--- src/rtl/ram_burst_reader.sv ---
// ram_burst_reader
//   Reads a burst of `len` consecutive words from a RAM with a registered read
//   port and streams them out over a valid/ready interface through a 2-entry
//   FIFO. Addresses wrap modulo 2^ADDR_W.
//
// Ports
//   clk, rst_n        clock, asynchronous active-low reset
//   start             burst request (sampled only in IDLE, ignored if len==0)
//   start_addr, len   first address and word count (1..2^ADDR_W)
//   busy, done        burst in progress / one-cycle completion pulse
//   ram_addr          RAM read address
//   ram_rdata         RAM read data, valid the cycle after ram_addr
//   out_valid/ready   output handshake
//   out_data/last     output word and end-of-burst marker
module ram_burst_reader #(
    parameter int ADDR_W = 5,
    parameter int DATA_W = 4
) (
    input  logic              clk,
    input  logic              rst_n,
    input  logic              start,
    input  logic [ADDR_W-1:0] start_addr,
    input  logic [ADDR_W:0]   len,
    output logic              busy,
    output logic              done,
    output logic [ADDR_W-1:0] ram_addr,
    input  logic [DATA_W-1:0] ram_rdata,
    output logic              out_valid,
    input  logic              out_ready,
    output logic [DATA_W-1:0] out_data,
    output logic              out_last
);

    typedef enum logic [1:0] {IDLE, READ, DRAIN} state_t;

    localparam logic [ADDR_W:0] LEN_ONE = (ADDR_W+1)'(1);

    state_t              state_q, state_d;
    logic [ADDR_W-1:0]   addr_q, addr_d;
    logic [ADDR_W:0]     len_q, len_d;
    logic [ADDR_W:0]     cnt_q, cnt_d;      // addresses issued so far
    logic                done_q, done_d;

    // One read can be in flight: address presented this cycle, data lands
    // on ram_rdata next cycle and is pushed into the FIFO on the edge after.
    logic                infl_q, infl_last_q;

    logic [1:0][DATA_W-1:0] mem_q;
    logic [1:0]             last_mem_q;
    logic                   wr_ptr_q, rd_ptr_q;
    logic [1:0]             fifo_cnt_q;

    logic       pop, push, issue, last_issue;
    logic [2:0] occ;

    assign out_valid = (fifo_cnt_q != 2'd0);
    assign out_data  = mem_q[rd_ptr_q];
    assign out_last  = out_valid && last_mem_q[rd_ptr_q];
    assign busy      = (state_q != IDLE);
    assign done      = done_q;
    assign ram_addr  = addr_q;

    assign pop  = out_valid && out_ready;
    assign push = infl_q;

    // Slots already committed after this cycle's pop; pop implies a non-empty
    // FIFO so this never underflows.
    assign occ        = {1'b0, fifo_cnt_q} + {2'b00, infl_q} - {2'b00, pop};
    assign issue      = (state_q == READ) && (occ < 3'd2);
    assign last_issue = issue && ((cnt_q + LEN_ONE) == len_q);

    always_comb begin
        state_d = state_q;
        addr_d  = addr_q;
        len_d   = len_q;
        cnt_d   = cnt_q;
        done_d  = 1'b0;
        case (state_q)
            IDLE: begin
                if (start && (len != '0)) begin
                    state_d = READ;
                    addr_d  = start_addr;
                    len_d   = len;
                    cnt_d   = '0;
                end
            end
            READ: begin
                if (issue) begin
                    cnt_d = cnt_q + LEN_ONE;
                    // After the final address ram_addr keeps that address.
                    if (last_issue) state_d = DRAIN;
                    else            addr_d  = addr_q + 1'b1;
                end
            end
            DRAIN: begin
                if (pop && out_last) begin
                    state_d = IDLE;
                    done_d  = 1'b1;
                end
            end
            default: state_d = IDLE;
        endcase
    end

    always_ff @(posedge clk or negedge rst_n) begin
        if (!rst_n) begin
            state_q     <= IDLE;
            addr_q      <= '0;
            len_q       <= '0;
            cnt_q       <= '0;
            done_q      <= 1'b0;
            infl_q      <= 1'b0;
            infl_last_q <= 1'b0;
        end else begin
            state_q     <= state_d;
            addr_q      <= addr_d;
            len_q       <= len_d;
            cnt_q       <= cnt_d;
            done_q      <= done_d;
            infl_q      <= issue;
            infl_last_q <= last_issue;
        end
    end

    always_ff @(posedge clk or negedge rst_n) begin
        if (!rst_n) begin
            mem_q      <= '0;
            last_mem_q <= '0;
            wr_ptr_q   <= 1'b0;
            rd_ptr_q   <= 1'b0;
            fifo_cnt_q <= 2'd0;
        end else begin
            if (push) begin
                mem_q[wr_ptr_q]      <= ram_rdata;
                last_mem_q[wr_ptr_q] <= infl_last_q;
                wr_ptr_q             <= ~wr_ptr_q;
            end
            if (pop) rd_ptr_q <= ~rd_ptr_q;
            fifo_cnt_q <= fifo_cnt_q + {1'b0, push} - {1'b0, pop};
        end
    end

endmodule

--- config.mk ---
export PLATFORM = sky130hd
export DESIGN_NAME = ram_burst_reader
export DESIGN_NICKNAME = d
export VERILOG_FILES = /design/src/rtl/ram_burst_reader.sv
export SDC_FILE = /design/constraint.sdc
export NUM_CORES = 1
export LEC_CHECK = 0
export BUFFER_PORTS_ARGS = -buffer_cell sky130_fd_sc_hd__buf_4
export CAP_MARGIN = 15
export CELL_PAD_IN_SITES_DETAIL_PLACEMENT = 2
export CELL_PAD_IN_SITES_GLOBAL_PLACEMENT = 2
export CORE_UTILIZATION = 36
export DETAILED_ROUTE_END_ITERATION = 7
export PLACE_DENSITY = 0.85
export SLEW_MARGIN = 20
export SYNTH_ARGS = -nofsm -noshare
export SYNTH_HDL_FRONTEND = slang
export SYNTH_SLANG_ARGS = --single-unit
--- constraint.sdc ---
create_clock -name clk -period 3.4 [get_ports clk]
set_input_delay 0.17 -clock clk [delete_from_list [all_inputs] [get_ports clk]]
set_output_delay 0.17 -clock clk [all_outputs]
set_load 0.02 [all_outputs]
# [Word level (Yosys, flattened, before mapping)]
# Index checks and enable logic that the tools add are counted.
[op_classes] add_sub_neg=6 magnitude_cmp=4 eq_ne=8 n_mux=24 n_bitwise=2 reduce_logical=16
[ops] op="2-to-1 mux 5 bit" n=3
[ops] op="2-to-1 mux 4 bit" n=3
[ops] op="2-to-1 mux 6 bit" n=2
[ops] op="case mux 6 bit (2 select lines)" n=1
[ops] op="!= test 2 bit (second input constant)" n=5
[ops] op="case mux 5 bit (2 select lines)" n=1
[ops] op="bitwise mux 8 bit" n=1
[ops] op="2-to-1 mux 2 bit" n=4
[ops] op="AND reduction 4 bit" n=2
[ops] op="logical AND 1 bit" n=7
[ops] op="adder 6 x 1 -> 6 bit (second input constant)" n=1
[ops] op="equality test 6 bit" n=1
[ops] op="case mux 2 bit (3 select lines)" n=1
[ops] op="nonzero test 2 bit" n=3
[ops] op="nonzero test 6 bit" n=1
[ops] op="adder 5 x 1 -> 5 bit (second input constant)" n=1
[ops] op="2-to-1 mux 1 bit" n=5
[ops] op="demux 4 bit (select 1 bit)" n=1
[ops] op="< comparator 1 x 2 -> 1 bit (second input constant)" n=2
[ops] op="adder 2 x 1 -> 3 bit" n=1
[ops] op="< comparator 3 x 2 -> 1 bit (second input constant)" n=1
[ops] op="AND reduction 3 bit" n=1
[ops] op="subtractor 3 x 1 -> 3 bit" n=1
[ops] op="adder 2 x 1 -> 2 bit" n=1
[ops] op="9 further kinds" n=10
[totals] register_bits=36 inputBits=19 out_inout_bits=13 word_cells=73

# [Depth between registers and ports, before layout]
[depth] depth_word=9 mapped_depth=15

# [Worst setup path before layout]
# No wires, ideal clock.
[synth_path] path_kind="flip-flop to flip-flop" startpoint="register fifo_cnt_q[1]" endpoint="register addr_q[4], in the netlist ram_addr[4]" setup_time_ns=0.125 arrival_ns=2.989 t_required_ns=3.275 setup_slack_ns=0.286 path_stages_with_launch=15 path_cell_list="dfrtp_1 -> inv_1 -> nand2_1 -> nand2_1 -> inv_1 -> ha_1 -> inv_1 -> ha_1 -> fa_1 -> xnor2_1 -> or3_1 -> buf_6 -> a211oi_4 -> a31oi_4 -> mux2_4"
[synth_between] elab_chain_cells=8
[synth_rtl] item="from (decl)" line="51" source="logic [1:0] fifo_cnt_q;"
[synth_rtl] item="from (signal assigned)" line="139" source="fifo_cnt_q <= fifo_cnt_q + {1'b0, push} - {1'b0, pop};"
[synth_rtl] item="nonzero test 2 bit *" line="56" source="assign out_valid = (fifo_cnt_q != 2'd0);"
[synth_rtl] item="net out_valid" line="28" source="output logic out_valid,"
[synth_rtl] item="logical AND 1 bit *" line="63" source="assign pop = out_valid && out_ready;"
[synth_rtl] item="net pop" line="53" source="logic pop, push, issue, last_issue;"
[synth_rtl] item="subtractor 3 x 1 -> 3 bit *" line="68" source="assign occ = {1'b0, fifo_cnt_q} + {2'b00, infl_q} - {2'b00, pop};"
[synth_rtl] item="< comparator 3 x 2 -> 1 bit *" line="69" source="assign issue = (state_q == READ) && (occ < 3'd2);"
[synth_rtl] item="logical AND 1 bit *" line="69"
[synth_rtl] item="logical AND 1 bit" line="70" source="assign last_issue = issue && ((cnt_q + LEN_ONE) == len_q);"
[synth_rtl] item="!= test 2 bit (no source line)"
[synth_rtl] item="AND reduction 4 bit (no source line) *"
[synth_rtl] item="to (signal assigned)" line="116" source="addr_q <= addr_d;"
[synth_rtl] item="to (decl)" line="39" source="logic [ADDR_W-1:0] addr_q, addr_d;"
# The timed path passes the listed nets; every way through them passes the cells marked *.
# A chain may end at the register's enable or synchronous reset.

# [Worst setup path in the final report]
[layout_path] startpoint="register fifo_cnt_q[1]" endpoint="register addr_q[2], in the netlist ram_addr[2]"
[layout_between] elab_chain_cells=8
[layout_rtl] item="nonzero test 2 bit *" line="56"
[layout_rtl] item="logical AND 1 bit *" line="63"
[layout_rtl] item="net pop" line="53"
[layout_rtl] item="subtractor 3 x 1 -> 3 bit *" line="68"
[layout_rtl] item="< comparator 3 x 2 -> 1 bit *" line="69"
[layout_rtl] item="logical AND 1 bit *" line="69"
[layout_rtl] item="net issue" line="53"
[layout_rtl] item="logical AND 1 bit" line="70"
[layout_rtl] item="!= test 2 bit (no source line)"
[layout_rtl] item="AND reduction 4 bit (no source line) *"
# Marks and branches as above.

==> results_dict.tcl <==
set metrics [dict create \
    ys_ff_latch 36 \
    post-route-period-util_pct 94.4 \
    status "complete, no violations" \
    grt_pass1_vias 1543 \
    grt-ovfl-total 0 \
    hold_depth 2 \
    synth_cells 157 \
    chipWidth_um 73.4 \
    finalSetupViolCount 0 \
    finalMaxSlewViolations 0 \
    row_count 25 \
    leakage_nw 1.01 \
    grt_util_all_layers_pct 18.8 \
    diodes 0 \
    ys_types 39 \
    grt_use_met3_pct 4.66 \
    setup_tns_ns 0 \
    worstPathCellList "inv_1, nand2_1, nand2_2, inv_1, ha_1, inv_1, ha_1, fa_1, xnor2_1, or3_4, inv_4, nor2_4, a31oi_4, mux2_4" \
    grtUsageMet2_pct 38.0 \
    async_flop_share_pct 100 \
    dp_hpwl_mm 3.46 \
    max_stage_delay_ns 0.45 \
    drive_gt1_share_pct 28.5 \
    clockBufferDepth 2 \
    drc 0 \
    synth-edff-count 0 \
    skew_ns 0.00543 \
    cts.sinks 36 \
    antenna_found_initial 0 \
    worst_ir_drop_vdd_mv 0.373 \
    start_util_pct 38.1 \
    slowest_stage "or3_4" \
    cp_max_fo 6 \
    worst-path-buf-inv 4 \
    rsz0062_at_grt "false" \
    synth_warnings 0 \
    cp-end-kind "register" \
    final_common_cell "dfrtp_1" \
    nNetsFinal 216 \
    maxCapViolCount 0 \
    cts-htree-levels 2 \
    fin_cells 260 \
    ys_seq_area_share_pct 49.0 \
    grt.met1_usage_pct 19.3 \
    setup.worst_path.class "reg -> reg" \
    dr.pass1.iters 3 \
    io_pins 32 \
    avgSynthCellArea_um2 11.7 \
    top_usage_layer "met2" \
    crit_path_frequent_cell "inv_1" \
    dp.cells 250 \
    multiInputGateArea_um2 875 \
    hold_violations 0 \
    wl_mm 4.62 \
    numCtsBuffers 5 \
    die_area_um2 5390 \
    port_buffers 31 \
    clk_latency_ns 0.29 \
    slew_headroom_pct 58.3 \
    wl_per_cell_um 17.8 \
    routed-via-count 1293 \
    synth_flop_cell "dfrtp_1" \
    fp.dieH_um 73.4 \
    gp_congestion 0.815 \
    regArea_um2 901 \
    syn-num-nets 181 \
    arrival_ns 3.38 \
    grt_max_degree 37 \
    clk_pin_slew_ns 0.07 \
    fillers 523 \
    mappedNetlistArea_um2 1840 \
    cp-start-kind "register" \
    hold_path_class "in -> reg" \
    powerDensity_nw_per_um2 1050 \
    cp_top_family "adder cells" \
    coreArea_um2 4820 \
    period_minus_slack_ns 3.21 \
    cts_tree "done" \
    area_delta_synth_final_pct 21.9 \
    fin_area_um2 2240 \
    viasPerCell 4.97 \
    finalPower_w 0.00234 \
    required_ns 3.57 \
    ff2ff_path_depth 14 \
    clockRootBuffer "clkbuf_8" \
    grt_pass1_wl_mm 7.40 \
    fmax_mhz 312 \
    cp.depth 14 \
    postPlaceCellArea_um2 2120 \
    drt_iter0_drc 17 \
    layout_common_cells "dfrtp_1, buf_4, mux2_1" \
    tightest_slew_ns 0.625 \
    drtAntennaViolNets 0 \
]
## layer usage
| metal | share of wire [%] | vias to the layer above |
|---|---|---|
| li1 | - | 605 |
| met4 | 0.80 | 0 |
| met2 | 58 | 26 |
| met1 | 38 | 658 |
| met5 | 0 | - |
| met3 | 3.7 | 4 |
## report_power, final
part	internal (W)	total, W	leakage [nW]	switching [W]
clock network	0.000162	0.000318	0.0510	0.000156
registers	0.000611	0.000774	0.444	0.000163
logic	0.000602	0.00125	0.520	0.000651
total	0.00138	0.00234	1.01	0.000970
## what timing repair did
| item | in CTS | in global routing |
|---|---|---|
| resized for setup | 1 | 2 |
| setup endpoints to repair | 4 | 4 |
| hold endpoints to repair | 36 | 0 |
| hold buffers | 1 | 0 |
| pin swaps | 0 | 1 |
| buffers inserted | 0 | 1 |
## layout make-up
class	instances	area share (%)
Timing Repair Buffer	33	11.2
Sequential cell	36	40.2
Multi-Input combinational cell	107	39.1
Inverter	9	1.62
Clock buffer	6	3.69
Tap cell	67	3.75
Clock inverter	2	0.447
## registers in the layout, indices dropped and copies added (netlist names)
name / flops
cnt_q: 6
rd_ptr_q: 1
wr_ptr_q: 1
len_q: 6
last_mem_q: 2
done: 1
fifo_cnt_q: 2
infl_q: 1
infl_last_q: 1
mem_q: 8
ram_addr: 5
state_q: 2
## through the flow
| step | setup WS (ns) | hold WS [ns] | utilization, % |
|---|---|---|---|
| 2_1_floorplan | 0.286 | -0.126 | - |
| 3_3_place_gp | 0.243 | 0.150 | 44.0 |
| 3_5_place_dp | 0.0180 | 0.156 | 44.0 |
| 4_1_cts | 0.0740 | 0.101 | 46.2 |
| 5_1_grt | 0.0103 | 0.106 | 46.5 |
| 6_report | 0.190 | 0.105 | 46.5 |
## Yosys cell counts, types with 4 or more instances
master	n	area, um2
nand3_1	4	20.0
mux2_4	4	60.1
dfrtp_1	36	901
ha_1	4	50.1
nand2_1	14	52.6
inv_1	8	30.0
mux2_1	14	158
o21ai_1	5	25.0
nor2_1	5	18.8
xnor2_1	11	96.3
mux2_2	5	56.3
xor2_1	6	52.6
## cells by family (layout without fill, tap and decap cells)
kind of cell	count (synthesis)	after routing	synth area share, %
muxes	24	24	15.5
buffers and inverters	14	50	3.75
DFF	36	36	49.0
and+or+nand+nor	38	38	10.4
xor gates and xnor gates	17	17	8.11
AOI/OAI and AO/OA	23	23	9.40
adders and majority gates	5	5	3.81
## path summary, 6_finish.rpt
path / endpoint / slack [ns] / startpoint
max: ram_addr[2]$_DFFE_PN0P_ / 0.19 / fifo_cnt_q[1]$_DFF_PN0_
min: mem_q[4]$_DFFE_PN0P_ / 0.11 / ram_rdata[0]
max reg2reg: ram_addr[2]$_DFFE_PN0P_ / 0.19 / fifo_cnt_q[1]$_DFF_PN0_
min reg2reg: mem_q[0]$_DFFE_PN0P_ / 0.49 / mem_q[0]$_DFFE_PN0P_
max in group asynchronous: ram_addr[2]$_DFFE_PN0P_ / 2.66 / rst_n
min in group asynchronous: mem_q[0]$_DFFE_PN0P_ / 0.41 / rst_n
No activity file was read; power rests on OpenSTA's default activity.
